==> src/rtl/id_stage_pkg.sv <==
// Shared decode constants for the ID stage: instruction modes, opcodes,
// execute-unit commands, condition codes and the NZCV condition evaluator.
package id_stage_pkg;

    localparam logic [1:0] MODE_DP  = 2'b00;
    localparam logic [1:0] MODE_MEM = 2'b01;
    localparam logic [1:0] MODE_BR  = 2'b10;

    localparam logic [3:0] OP_AND = 4'b0000;
    localparam logic [3:0] OP_EOR = 4'b0001;
    localparam logic [3:0] OP_SUB = 4'b0010;
    localparam logic [3:0] OP_ADD = 4'b0100;
    localparam logic [3:0] OP_ADC = 4'b0101;
    localparam logic [3:0] OP_SBC = 4'b0110;
    localparam logic [3:0] OP_TST = 4'b1000;
    localparam logic [3:0] OP_CMP = 4'b1010;
    localparam logic [3:0] OP_ORR = 4'b1100;
    localparam logic [3:0] OP_MOV = 4'b1101;
    localparam logic [3:0] OP_MVN = 4'b1111;

    localparam logic [3:0] CMD_NOP = 4'b0000;
    localparam logic [3:0] CMD_MOV = 4'b0001;
    localparam logic [3:0] CMD_ADD = 4'b0010;
    localparam logic [3:0] CMD_ADC = 4'b0011;
    localparam logic [3:0] CMD_SUB = 4'b0100;
    localparam logic [3:0] CMD_SBC = 4'b0101;
    localparam logic [3:0] CMD_AND = 4'b0110;
    localparam logic [3:0] CMD_ORR = 4'b0111;
    localparam logic [3:0] CMD_EOR = 4'b1000;
    localparam logic [3:0] CMD_MVN = 4'b1001;

    localparam logic [3:0] COND_EQ = 4'b0000;
    localparam logic [3:0] COND_NE = 4'b0001;
    localparam logic [3:0] COND_CS = 4'b0010;
    localparam logic [3:0] COND_CC = 4'b0011;
    localparam logic [3:0] COND_MI = 4'b0100;
    localparam logic [3:0] COND_PL = 4'b0101;
    localparam logic [3:0] COND_VS = 4'b0110;
    localparam logic [3:0] COND_VC = 4'b0111;
    localparam logic [3:0] COND_HI = 4'b1000;
    localparam logic [3:0] COND_LS = 4'b1001;
    localparam logic [3:0] COND_GE = 4'b1010;
    localparam logic [3:0] COND_LT = 4'b1011;
    localparam logic [3:0] COND_GT = 4'b1100;
    localparam logic [3:0] COND_LE = 4'b1101;
    localparam logic [3:0] COND_AL = 4'b1110;

    typedef struct packed {
        logic wb_en;
        logic mem_r_en;
        logic mem_w_en;
        logic b;
        logic s;
    } ctrl_t;

    // sr is {N, Z, C, V}; code 1111 (never) falls to the default.
    function automatic logic cond_pass(input logic [3:0] cond, input logic [3:0] sr);
        logic n, z, c, v;
        n = sr[3];
        z = sr[2];
        c = sr[1];
        v = sr[0];
        case (cond)
            COND_EQ: return z;
            COND_NE: return !z;
            COND_CS: return c;
            COND_CC: return !c;
            COND_MI: return n;
            COND_PL: return !n;
            COND_VS: return v;
            COND_VC: return !v;
            COND_HI: return c && !z;
            COND_LS: return !c || z;
            COND_GE: return n == v;
            COND_LT: return n != v;
            COND_GT: return !z && (n == v);
            COND_LE: return z || (n != v);
            COND_AL: return 1'b1;
            default: return 1'b0;
        endcase
    endfunction

endpackage

==> src/rtl/id_stage_register_file.sv <==
// 16x32 register file: two combinational read ports, one write port, with
// write-through bypass so a same-cycle read of the write address sees wdata.
module register_file (
    input  logic        clk,
    input  logic        rst,
    input  logic [3:0]  raddr1,
    input  logic [3:0]  raddr2,
    output logic [31:0] rdata1,
    output logic [31:0] rdata2,
    input  logic        we,
    input  logic [3:0]  waddr,
    input  logic [31:0] wdata
);

    logic [31:0] regs [16];

    always_ff @(posedge clk or posedge rst) begin
        if (rst) begin
            for (int unsigned i = 0; i < 16; i++) begin
                regs[i] <= '0;
            end
        end else if (we) begin
            regs[waddr] <= wdata;
        end
    end

    assign rdata1 = (we && (waddr == raddr1)) ? wdata : regs[raddr1];
    assign rdata2 = (we && (waddr == raddr2)) ? wdata : regs[raddr2];

endmodule

==> src/rtl/id_stage.sv <==
// Instruction decode stage: decode, condition check, hazard detection and the
// ID/EX pipeline register. Define FORWARDING_EN to stall only on load-use.
module id_stage
    import id_stage_pkg::*;
(
    input  logic        clk,
    input  logic        rst,
    input  logic [31:0] instruction,
    input  logic [31:0] pc,
    input  logic [3:0]  sr,
    input  logic        flush,
    input  logic        wb_wb_en,
    input  logic [3:0]  wb_dest,
    input  logic [31:0] wb_value,
    input  logic        exe_wb_en,
    input  logic [3:0]  exe_dest,
    input  logic        exe_mem_r_en,
    input  logic        mem_wb_en,
    input  logic [3:0]  mem_dest,
    output logic        ex_wb_en,
    output logic        ex_mem_r_en,
    output logic        ex_mem_w_en,
    output logic        ex_b,
    output logic        ex_s,
    output logic        ex_imm,
    output logic [3:0]  ex_exe_cmd,
    output logic [31:0] ex_pc,
    output logic [31:0] ex_val_rn,
    output logic [31:0] ex_val_rm,
    output logic [11:0] ex_shift_operand,
    output logic [23:0] ex_signed_imm_24,
    output logic [3:0]  ex_dest,
    output logic [3:0]  ex_src1,
    output logic [3:0]  ex_src2,
    output logic        ex_c,
    output logic        hazard
);

    logic [1:0]  mode;
    logic [3:0]  opcode, rn, rd, rm, src2;
    logic        s_bit, i_bit;
    logic [3:0]  exe_cmd;
    ctrl_t       ctrl, ctrl_q;
    logic        uses_src1, uses_src2;
    logic        exe_hit, bubble;
    logic [31:0] val_rn, val_rm;

    assign mode   = instruction[27:26];
    assign opcode = instruction[24:21];
    assign s_bit  = instruction[20];
    assign i_bit  = instruction[25];
    assign rn     = instruction[19:16];
    assign rd     = instruction[15:12];
    assign rm     = instruction[3:0];

    always_comb begin
        exe_cmd   = CMD_NOP;
        ctrl      = '0;
        uses_src1 = 1'b1;
        uses_src2 = 1'b0;
        case (mode)
            MODE_DP: begin
                ctrl.wb_en = 1'b1;
                ctrl.s     = s_bit;
                uses_src2  = !i_bit;
                case (opcode)
                    OP_MOV: begin exe_cmd = CMD_MOV; uses_src1 = 1'b0; end
                    OP_MVN: begin exe_cmd = CMD_MVN; uses_src1 = 1'b0; end
                    OP_ADD: exe_cmd = CMD_ADD;
                    OP_ADC: exe_cmd = CMD_ADC;
                    OP_SUB: exe_cmd = CMD_SUB;
                    OP_SBC: exe_cmd = CMD_SBC;
                    OP_AND: exe_cmd = CMD_AND;
                    OP_ORR: exe_cmd = CMD_ORR;
                    OP_EOR: exe_cmd = CMD_EOR;
                    OP_CMP: begin exe_cmd = CMD_SUB; ctrl.wb_en = 1'b0; end
                    OP_TST: begin exe_cmd = CMD_AND; ctrl.wb_en = 1'b0; end
                    default: exe_cmd = CMD_NOP;
                endcase
            end
            MODE_MEM: begin
                exe_cmd       = CMD_ADD;
                ctrl.wb_en    = s_bit;
                ctrl.mem_r_en = s_bit;
                ctrl.mem_w_en = !s_bit;
                uses_src2     = !s_bit;
            end
            MODE_BR: begin
                ctrl.b    = 1'b1;
                uses_src1 = 1'b0;
            end
            default: ;
        endcase
    end

    // Stores read the data register through the second port.
    assign src2 = ctrl.mem_w_en ? rd : rm;

    assign exe_hit = (uses_src1 && (exe_dest == rn)) || (uses_src2 && (exe_dest == src2));

`ifdef FORWARDING_EN
    logic [4:0] unused_mem;
    assign unused_mem = {mem_wb_en, mem_dest};
    assign hazard = exe_mem_r_en && exe_wb_en && exe_hit;
`else
    logic unused_fwd;
    assign unused_fwd = exe_mem_r_en;
    assign hazard = (exe_wb_en && exe_hit) ||
                    (mem_wb_en && ((uses_src1 && (mem_dest == rn)) ||
                                   (uses_src2 && (mem_dest == src2))));
`endif

    assign bubble = flush || hazard || !cond_pass(instruction[31:28], sr);
    assign ctrl_q = bubble ? '0 : ctrl;

    register_file u_register_file (
        .clk    (clk),
        .rst    (rst),
        .raddr1 (rn),
        .raddr2 (src2),
        .rdata1 (val_rn),
        .rdata2 (val_rm),
        .we     (wb_wb_en),
        .waddr  (wb_dest),
        .wdata  (wb_value)
    );

    always_ff @(posedge clk or posedge rst) begin
        if (rst) begin
            ex_wb_en         <= 1'b0;
            ex_mem_r_en      <= 1'b0;
            ex_mem_w_en      <= 1'b0;
            ex_b             <= 1'b0;
            ex_s             <= 1'b0;
            ex_imm           <= 1'b0;
            ex_exe_cmd       <= '0;
            ex_pc            <= '0;
            ex_val_rn        <= '0;
            ex_val_rm        <= '0;
            ex_shift_operand <= '0;
            ex_signed_imm_24 <= '0;
            ex_dest          <= '0;
            ex_src1          <= '0;
            ex_src2          <= '0;
            ex_c             <= 1'b0;
        end else begin
            ex_wb_en         <= ctrl_q.wb_en;
            ex_mem_r_en      <= ctrl_q.mem_r_en;
            ex_mem_w_en      <= ctrl_q.mem_w_en;
            ex_b             <= ctrl_q.b;
            ex_s             <= ctrl_q.s;
            ex_imm           <= i_bit;
            ex_exe_cmd       <= exe_cmd;
            ex_pc            <= pc;
            ex_val_rn        <= val_rn;
            ex_val_rm        <= val_rm;
            ex_shift_operand <= instruction[11:0];
            ex_signed_imm_24 <= instruction[23:0];
            ex_dest          <= rd;
            ex_src1          <= rn;
            ex_src2          <= src2;
            ex_c             <= sr[1];
        end
    end

endmodule
==> config.mk <==
export PLATFORM = sky130hd
export DESIGN_NAME = id_stage
export DESIGN_NICKNAME = d
export VERILOG_FILES = /design/src/rtl/id_stage_pkg.sv /design/src/rtl/id_stage_register_file.sv /design/src/rtl/id_stage.sv
export SDC_FILE = /design/constraint.sdc
export NUM_CORES = 1
export LEC_CHECK = 0
export ABC_AREA = 1
export BUFFER_PORTS_ARGS = -buffer_cell sky130_fd_sc_hd__buf_2
export CORE_ASPECT_RATIO = 1.4
export CORE_UTILIZATION = 57
export DETAILED_ROUTE_END_ITERATION = 6
export PLACE_DENSITY = 0.77
export SLEW_MARGIN = 20
export SYNTH_ARGS = -nofsm -noshare
export SYNTH_HDL_FRONTEND = slang
export SYNTH_SLANG_ARGS = --single-unit
==> constraint.sdc <==
create_clock -name clk -period 24.7 [get_ports clk]
set_input_delay 3.705 -clock clk [delete_from_list [all_inputs] [get_ports clk]]
set_output_delay 3.705 -clock clk [all_outputs]
set_load 0.02 [all_outputs]
# Word-level counts from Yosys, hierarchy flattened
# Cells that the tools add are included.
dict set report totals {
  reg_bits 667
  inputBits 119
  out_inout_bits 156
  word_cells 129
}
dict set report op_classes {
  magnitude_cmp 4
  eq_ne 34
  mux 24
  n_bitwise 3
  reduce_logical 32
}
# cell n
set ops {}
lappend ops {{$bwmux 512} 1}
lappend ops {{$bmux 32 s4} 2}
lappend ops {{$mux 32} 7}
lappend ops {{$demux 32 s4} 1}
lappend ops {{$eq 4x4->1 const B} 12}
lappend ops {{$pmux 4 s9} 1}
lappend ops {{$eq 4x3->1 const B} 7}
lappend ops {{$eq 4x4->1} 6}
lappend ops {{$ge 5x5->1 const B} 3}
lappend ops {{$not 4->5} 3}
lappend ops {{$pmux 1 s15} 1}
lappend ops {{$eq 4x2->1 const B} 3}
lappend ops {{$logic_and 1x1->1} 11}
lappend ops {{$eq 4x1->1 const B} 2}
lappend ops {{$logic_not 4->1} 2}
lappend ops {{$pmux 4 s2} 1}
lappend ops {{$reduce_or 2->1} 4}
lappend ops {{$logic_not 1->1} 7}
lappend ops {{$logic_or 1x1->1} 7}
lappend ops {{$pmux 1 s2} 3}
lappend ops {{$lt 5x1->1 const B} 1}
lappend ops {{$mux 5} 1}
lappend ops {{$mux 1} 4}
lappend ops {{$mux 4} 1}
lappend ops {{other kinds (6)} 6}

# Logic depth before layout (Yosys ltp)
dict set report logic_depth {
  word_depth 11
  ltp_mapped 15
  ltp_nobuf 13
}

# Hierarchy
# Synthesis repeated with hierarchy kept, for this count alone.
dict set report unflattened {
  cells_unflattened 4616
  area_unflattened_um2 33193.1
}
# mod instances cells_per_inst area_each_um2 seq_area_each_um2
set by_module_without_submodules {}
lappend by_module_without_submodules {register_file 1 4299 28916.5 12812.3}
lappend by_module_without_submodules {id_stage 1 317 4276.6 3378.2}

# Worst setup path after synthesis
# Ideal clock, no wire load.
dict set report synth_path {
  path_kind {input-to-output}
  startpoint {input port instruction[17]}
  endpoint {output port hazard}
  t_arrival_ps 4884
  required_time_ps 20995
  path_slack_ps 16111
  cell_stages 10
  path_buffers 3
  path_cell_list {clkbuf_1 -> inv_1 -> buf_2 -> clkbuf_1 -> nand2_1 -> a21oi_1 -> nand4_1 -> nand2_1 -> nand2_1 -> nand2_1}
}
dict set report synth_between {
  elab_chain_len 5
  word_cells_on_any_way 9
  classes_between {2 x eq/ne; 7 x reduce/logical}
}
# item line
set synth_lines {}
lappend synth_lines {{start: declaration} id_stage.sv:8} ;# input logic [31:0] instruction,
lappend synth_lines {{$eq 4x4->1, on equally long branches} {id_stage.sv:99, id_stage.sv:109}}
lappend synth_lines {{$logic_and 1x1->1, on equally long branches} {id_stage.sv:99, id_stage.sv:109}}
lappend synth_lines {{$logic_or 1x1->1, on equally long branches} {id_stage.sv:99, id_stage.sv:109}}
lappend synth_lines {{$logic_and 1x1->1, on equally long branches} {id_stage.sv:108, id_stage.sv:109}}
lappend synth_lines {{$logic_or 1x1->1 (*)} id_stage.sv:108} ;# assign hazard = (exe_wb_en && exe_hit) ||
lappend synth_lines {{end: declaration} id_stage.sv:36} ;# output logic hazard
# Mark *: on every way between the ends. The rest lies on a longest branch, timed or not.

# Worst setup path in the final report
dict set report layout_path {
  startpoint {input port instruction[27]}
  endpoint {output port hazard}
}
dict set report layout_between {
  elab_chain_len 8
  word_cells_on_any_way 18
  classes_between {4 x eq/ne; 4 x mux; 10 x reduce/logical}
}
# item line
set layout_lines {}
lappend layout_lines {{$eq 2x1->1} id_stage.sv:61} ;# case (mode)
lappend layout_lines {{$mux 2} id_stage.sv:61}
lappend layout_lines {{$mux 4} id_stage.sv:97} ;# assign src2 = ctrl.mem_w_en ? rd : rm;
lappend layout_lines {{$eq 4x4->1, on equally long branches} {id_stage.sv:99, id_stage.sv:110}}
lappend layout_lines {{$logic_and 1x1->1, on equally long branches} {id_stage.sv:99, id_stage.sv:110}}
lappend layout_lines {{$logic_or 1x1->1, on equally long branches} {id_stage.sv:99, id_stage.sv:109}}
lappend layout_lines {{$logic_and 1x1->1, on equally long branches} {id_stage.sv:108, id_stage.sv:109}}
lappend layout_lines {{$logic_or 1x1->1 (*)} id_stage.sv:108}
# Marks and branches as above.

==> flow_summary.yaml <==
placement:
  dp_hpwl_um: 56990
  io_buffer_count: 273
  dp_slack_ns: 15.30
  finalWeightedCongestion: 0.8807
setup_path:
  criticalPathCategory: "in -> out"
  critPathArrivalTime_ns: 5.77
  timing.critical_path.fanout_max: 89
  worst-endpoint-required_ns: 21.00
  largest_incremental_delay_on_the_critical_path_ns: 0.60
  critPathLaunchType: "input port"
  worst_path_max_delay_cell: "sky130_fd_sc_hd__nand2_8"
  critical-path-top-cell-by-count: "sky130_fd_sc_hd__nand2_1"
  critical_path.endpoint_type: "primary output"
  crit_chain: "buf_2 -> inv_2 -> nand2_1 -> nor2_2 -> nand2_1 -> nand2_8 -> nand2_1 -> nand2_1 -> inv_1 -> nand3_1 -> nand2_1 -> nand2_1 -> nand2_1 -> buf_2"
power_and_ir_drop:
  power.clock.fraction_pct: 31.9
  net-switching-power_uw: 956.6
  netSwitchingFraction_pct: 32.35
  internal-power_uw: 2001
  seq_power_share_pct: 46.9
  vdd_drop_max_mv: 0.06671
  leakagePower_uw: 0.01770
  power.density_nw_per_um2: 81.01
  report.power.total_uw: 2957
  share_comb_of_total_power_pct: 21.2
sta:
  grt_setup_unrepaired: "no"
  setup-tns-final_ns: 0
  timing.slew.headroom_pct: 19.14
  period_utilization_pct: 38.36
  max_slew.worst_pin.slew_ns: 1.213
  worst_skew_ns: 0.01468
  achievable-frequency_ghz: 0.1056
  final_critical_path_setup_slack_ns: 15.23
  finalWorstPathRequiredPeriod_ns: 9.474
  number_of_slew_limit_violations_in_the_final_report: 0
  timing_hold_violations_final: 0
  final-setup-viol-count: 0
global_route:
  met3_usage_pct: 7.504
  global_route.overflow_total: 0
  grt_first_pass_wirelength_um: 164400
  grt_antenna_before_repair: 6
  gr-max-usage-layer: "met2"
  global_routing_usage_on_met2_pct: 55.76
  grt_usage_pct: 35.95
  grt_max_degree: 156
  via_count_of_the_first_global_routing_pass: 29385
  grt_use_met1_pct: 47.39
min_path:
  min-delay-path-class: "reg -> reg"
route:
  viasPerCell: 5.964
  initialDrtViolationCount: 3978
  firstDrtPassIters: 7
  final_antenna_net_count: 0
  num_vias: 31582
  routedWlPerCell_um: 20.00
  final_routed_drc_violation_total: 77
  post_detailed_routing_wire_length_um: 105900
logic_synthesis:
  yosys_register_bits: 647
  yosys.area.top_type_share_pct: 48.57
  synth_flop_cell: "sky130_fd_sc_hd__dfrtp_1"
  synth_nets: 4619
  library_cell_with_the_largest_summed_area_after_synthesis: "sky130_fd_sc_hd__dfrtp_1"
  synthSimpleGateAreaFrac_pct: 22.62
  synth_seq_area_share_pct: 48.57
  post_synthesis_cells: 4500
  synth_xor_area_share_pct: 0.1839
  synth.mux.area_fraction_pct: 0
  mappedNetlistArea_um2: 33330
  synthTopCellsByArea: "sky130_fd_sc_hd__dfrtp_1 49%, sky130_fd_sc_hd__nand2_1 15%, sky130_fd_sc_hd__o21ai_0 13%"
  post_synth_num_cell_types: 31
  dominant_combinational_cell_family_by_area_after_synthesis: "simple AND/OR/NAND/NOR gates"
  synth_compound_gate_area_share_pct: 19.70
  synthesis.area_per_instance_um2: 7.407
  synth_async_sr_flop_share_pct: 100.0
  synth_warnings: 0
  synth-adder-area-share_pct: 0
  synth_edf_count: 0
clock_network:
  cts_hold_buf: 0
  post_cts.repair.setup_buffers: 0
  cts.sinks: 647
  cts_max_path_buffers: 3
  clk_pin_slew_ns: 0.06
  clk-insertion-delay-late_ns: 0.63
  ctsResizeCount: 0
  clock_tree.htree_level_count: 2
  cts.root.buffer_cell: "sky130_fd_sc_hd__clkbuf_16"
  tritoncts: "done"
  tritoncts.num_buffers: 61
finish:
  commonest_non_fill_non_tap_cell_in_the_layout: "sky130_fd_sc_hd__nand2_1"
  filler_cell_count: 5171
  combined_area_of_the_multi_input_logic_cells_um2: 14270
  regArea_um2: 16190
  layout_common_cells: "1338 x sky130_fd_sc_hd__nand2_1, 859 x sky130_fd_sc_hd__o21ai_0, 647 x sky130_fd_sc_hd__dfrtp_1"
  drive_gt1_share_pct: 10.09
  area.growth.synth_to_final_pct: 9.527
  final_net_count: 4628
die:
  std_cell_rows: 104
  chipHeight_um: 288.1
  floorplan.initialDensity_pct: 57.82
  dieWidth_um: 206.4
  full_die_area_um2: 59460
  coreArea_um2: 57650
  io-pin-count: 275
status:
  violated_checks: "design-rule violations"
  run_status: "finished with violations"
flow_run:
  drv.max_cap_violation_count: 0
-- worst max-delay path, delay by kind of cell --
| family | cells | cell delay (ns) |
|---|---|---|
| AND/OR/NAND/NOR | 10 | 1.65 |
| buffers and inverters | 4 | 0.40 |
-- final timing paths --
| check | startpoint | endpoint | slack (ns) | cells past startpoint |
|---|---|---|---|---|
| worst max register to register | u_register_file.regs[220]$_DFFE_PP0P_ | ex_val_rn[28]$_DFF_PP0_ | 23.08 | 8 |
| worst min register to register | u_register_file.regs[436]$_DFFE_PP0P_ | u_register_file.regs[436]$_DFFE_PP0P_ | 0.48 | 2 |
| worst min-delay path | u_register_file.regs[436]$_DFFE_PP0P_ | u_register_file.regs[436]$_DFFE_PP0P_ | 0.48 | 2 |
| max in group asynchronous | rst | ex_pc[19]$_DFF_PP0_ | 18.61 | 5 |
| min in group asynchronous | rst | ex_src2[2]$_DFF_PP0_ | 3.17 | 2 |
| worst max-delay path | instruction[27] | hazard | 15.23 | 14 |
-- power groups by stage --
| stage | clock network, uW | registers (uW) | logic, uW |
|---|---|---|---|
| detailed placement | 0 | 1400 | 618 |
| global placement | 0 | 1390 | 601 |
| global route | 993 | 1410 | 719 |
| CTS | 957 | 1380 | 621 |
| finish | 944 | 1390 | 627 |
| floorplan | 0 | 1400 | 432 |
-- flip-flops by register name, summed over array words and instances (netlist names) --
name,count
ex_c,1
ex_mem_w_en,1
ex_imm,1
ex_val_rn,32
ex_s,1
ex_pc,32
ex_signed_imm_24,18
ex_b,1
ex_src2,4
ex_exe_cmd,4
ex_dest,3
ex_src1,3
ex_mem_r_en,1
ex_val_rm,32
u_register_file.regs,512
ex_wb_en,1
-- metrics by stage --
step / hold WS [ns] / instance area (um^2) / instances / util (%)
2_1_floorplan: 0.4530 / 33330 / 4500 / -
3_3_place_gp: 0.4657 / 34510 / 5188 / 59.87
3_5_place_dp: 0.4725 / 34510 / 5188 / 59.87
4_1_cts: 0.4878 / 36500 / 5293 / 63.32
5_1_grt: 0.4990 / 36510 / 5295 / 63.33
6_report: 0.4847 / 36510 / 5295 / 63.33
-- synthesized netlist by cell type (2+ instances only) --
| cell | number |
|---|---|
| sky130_fd_sc_hd__a221oi_1 | 2 |
| sky130_fd_sc_hd__xor2_1 | 3 |
| sky130_fd_sc_hd__a21oi_1 | 173 |
| sky130_fd_sc_hd__o21ai_1 | 67 |
| sky130_fd_sc_hd__dfrtp_1 | 647 |
| sky130_fd_sc_hd__nor3_1 | 6 |
| sky130_fd_sc_hd__nand2_1 | 1353 |
| sky130_fd_sc_hd__buf_2 | 73 |
| sky130_fd_sc_hd__buf_4 | 34 |
| sky130_fd_sc_hd__nand4_1 | 6 |
| sky130_fd_sc_hd__nand3_1 | 361 |
| sky130_fd_sc_hd__o211ai_1 | 120 |
| sky130_fd_sc_hd__buf_1 | 24 |
| sky130_fd_sc_hd__inv_1 | 351 |
| sky130_fd_sc_hd__nor2_1 | 134 |
| sky130_fd_sc_hd__clkbuf_1 | 246 |
| sky130_fd_sc_hd__a211oi_1 | 12 |
| sky130_fd_sc_hd__o22ai_1 | 7 |
| sky130_fd_sc_hd__o21ai_0 | 859 |
| sky130_fd_sc_hd__inv_2 | 5 |
| sky130_fd_sc_hd__nand2_2 | 4 |
| sky130_fd_sc_hd__xnor2_1 | 4 |
-- layer usage --
metal  wire length [um]  up-vias
li1                   -    14699
met1              40450    14681
met2              47810     1841
met3              11970      359
met4               5684        2
met5                  8        -
-- area by class of cell --
cell class | count | share of cell area [%]
flip-flops and latches | 647 | 44.35
multi-input cells | 3119 | 39.09
repair buffers | 323 | 4.822
clock buffers | 78 | 4.685
inverters | 357 | 3.732
well taps | 742 | 2.543
clock inverters | 27 | 0.7677
diodes | 2 | 0.01371
-- cells by family after synthesis --
logic type,count (synthesis)
buffers and inverters,734
AOI/OAI and AO/OA,1242
and+or+nand+nor,1870
DFF,647
xor gates and xnor gates,7
(Power assumes the default switching activity.)
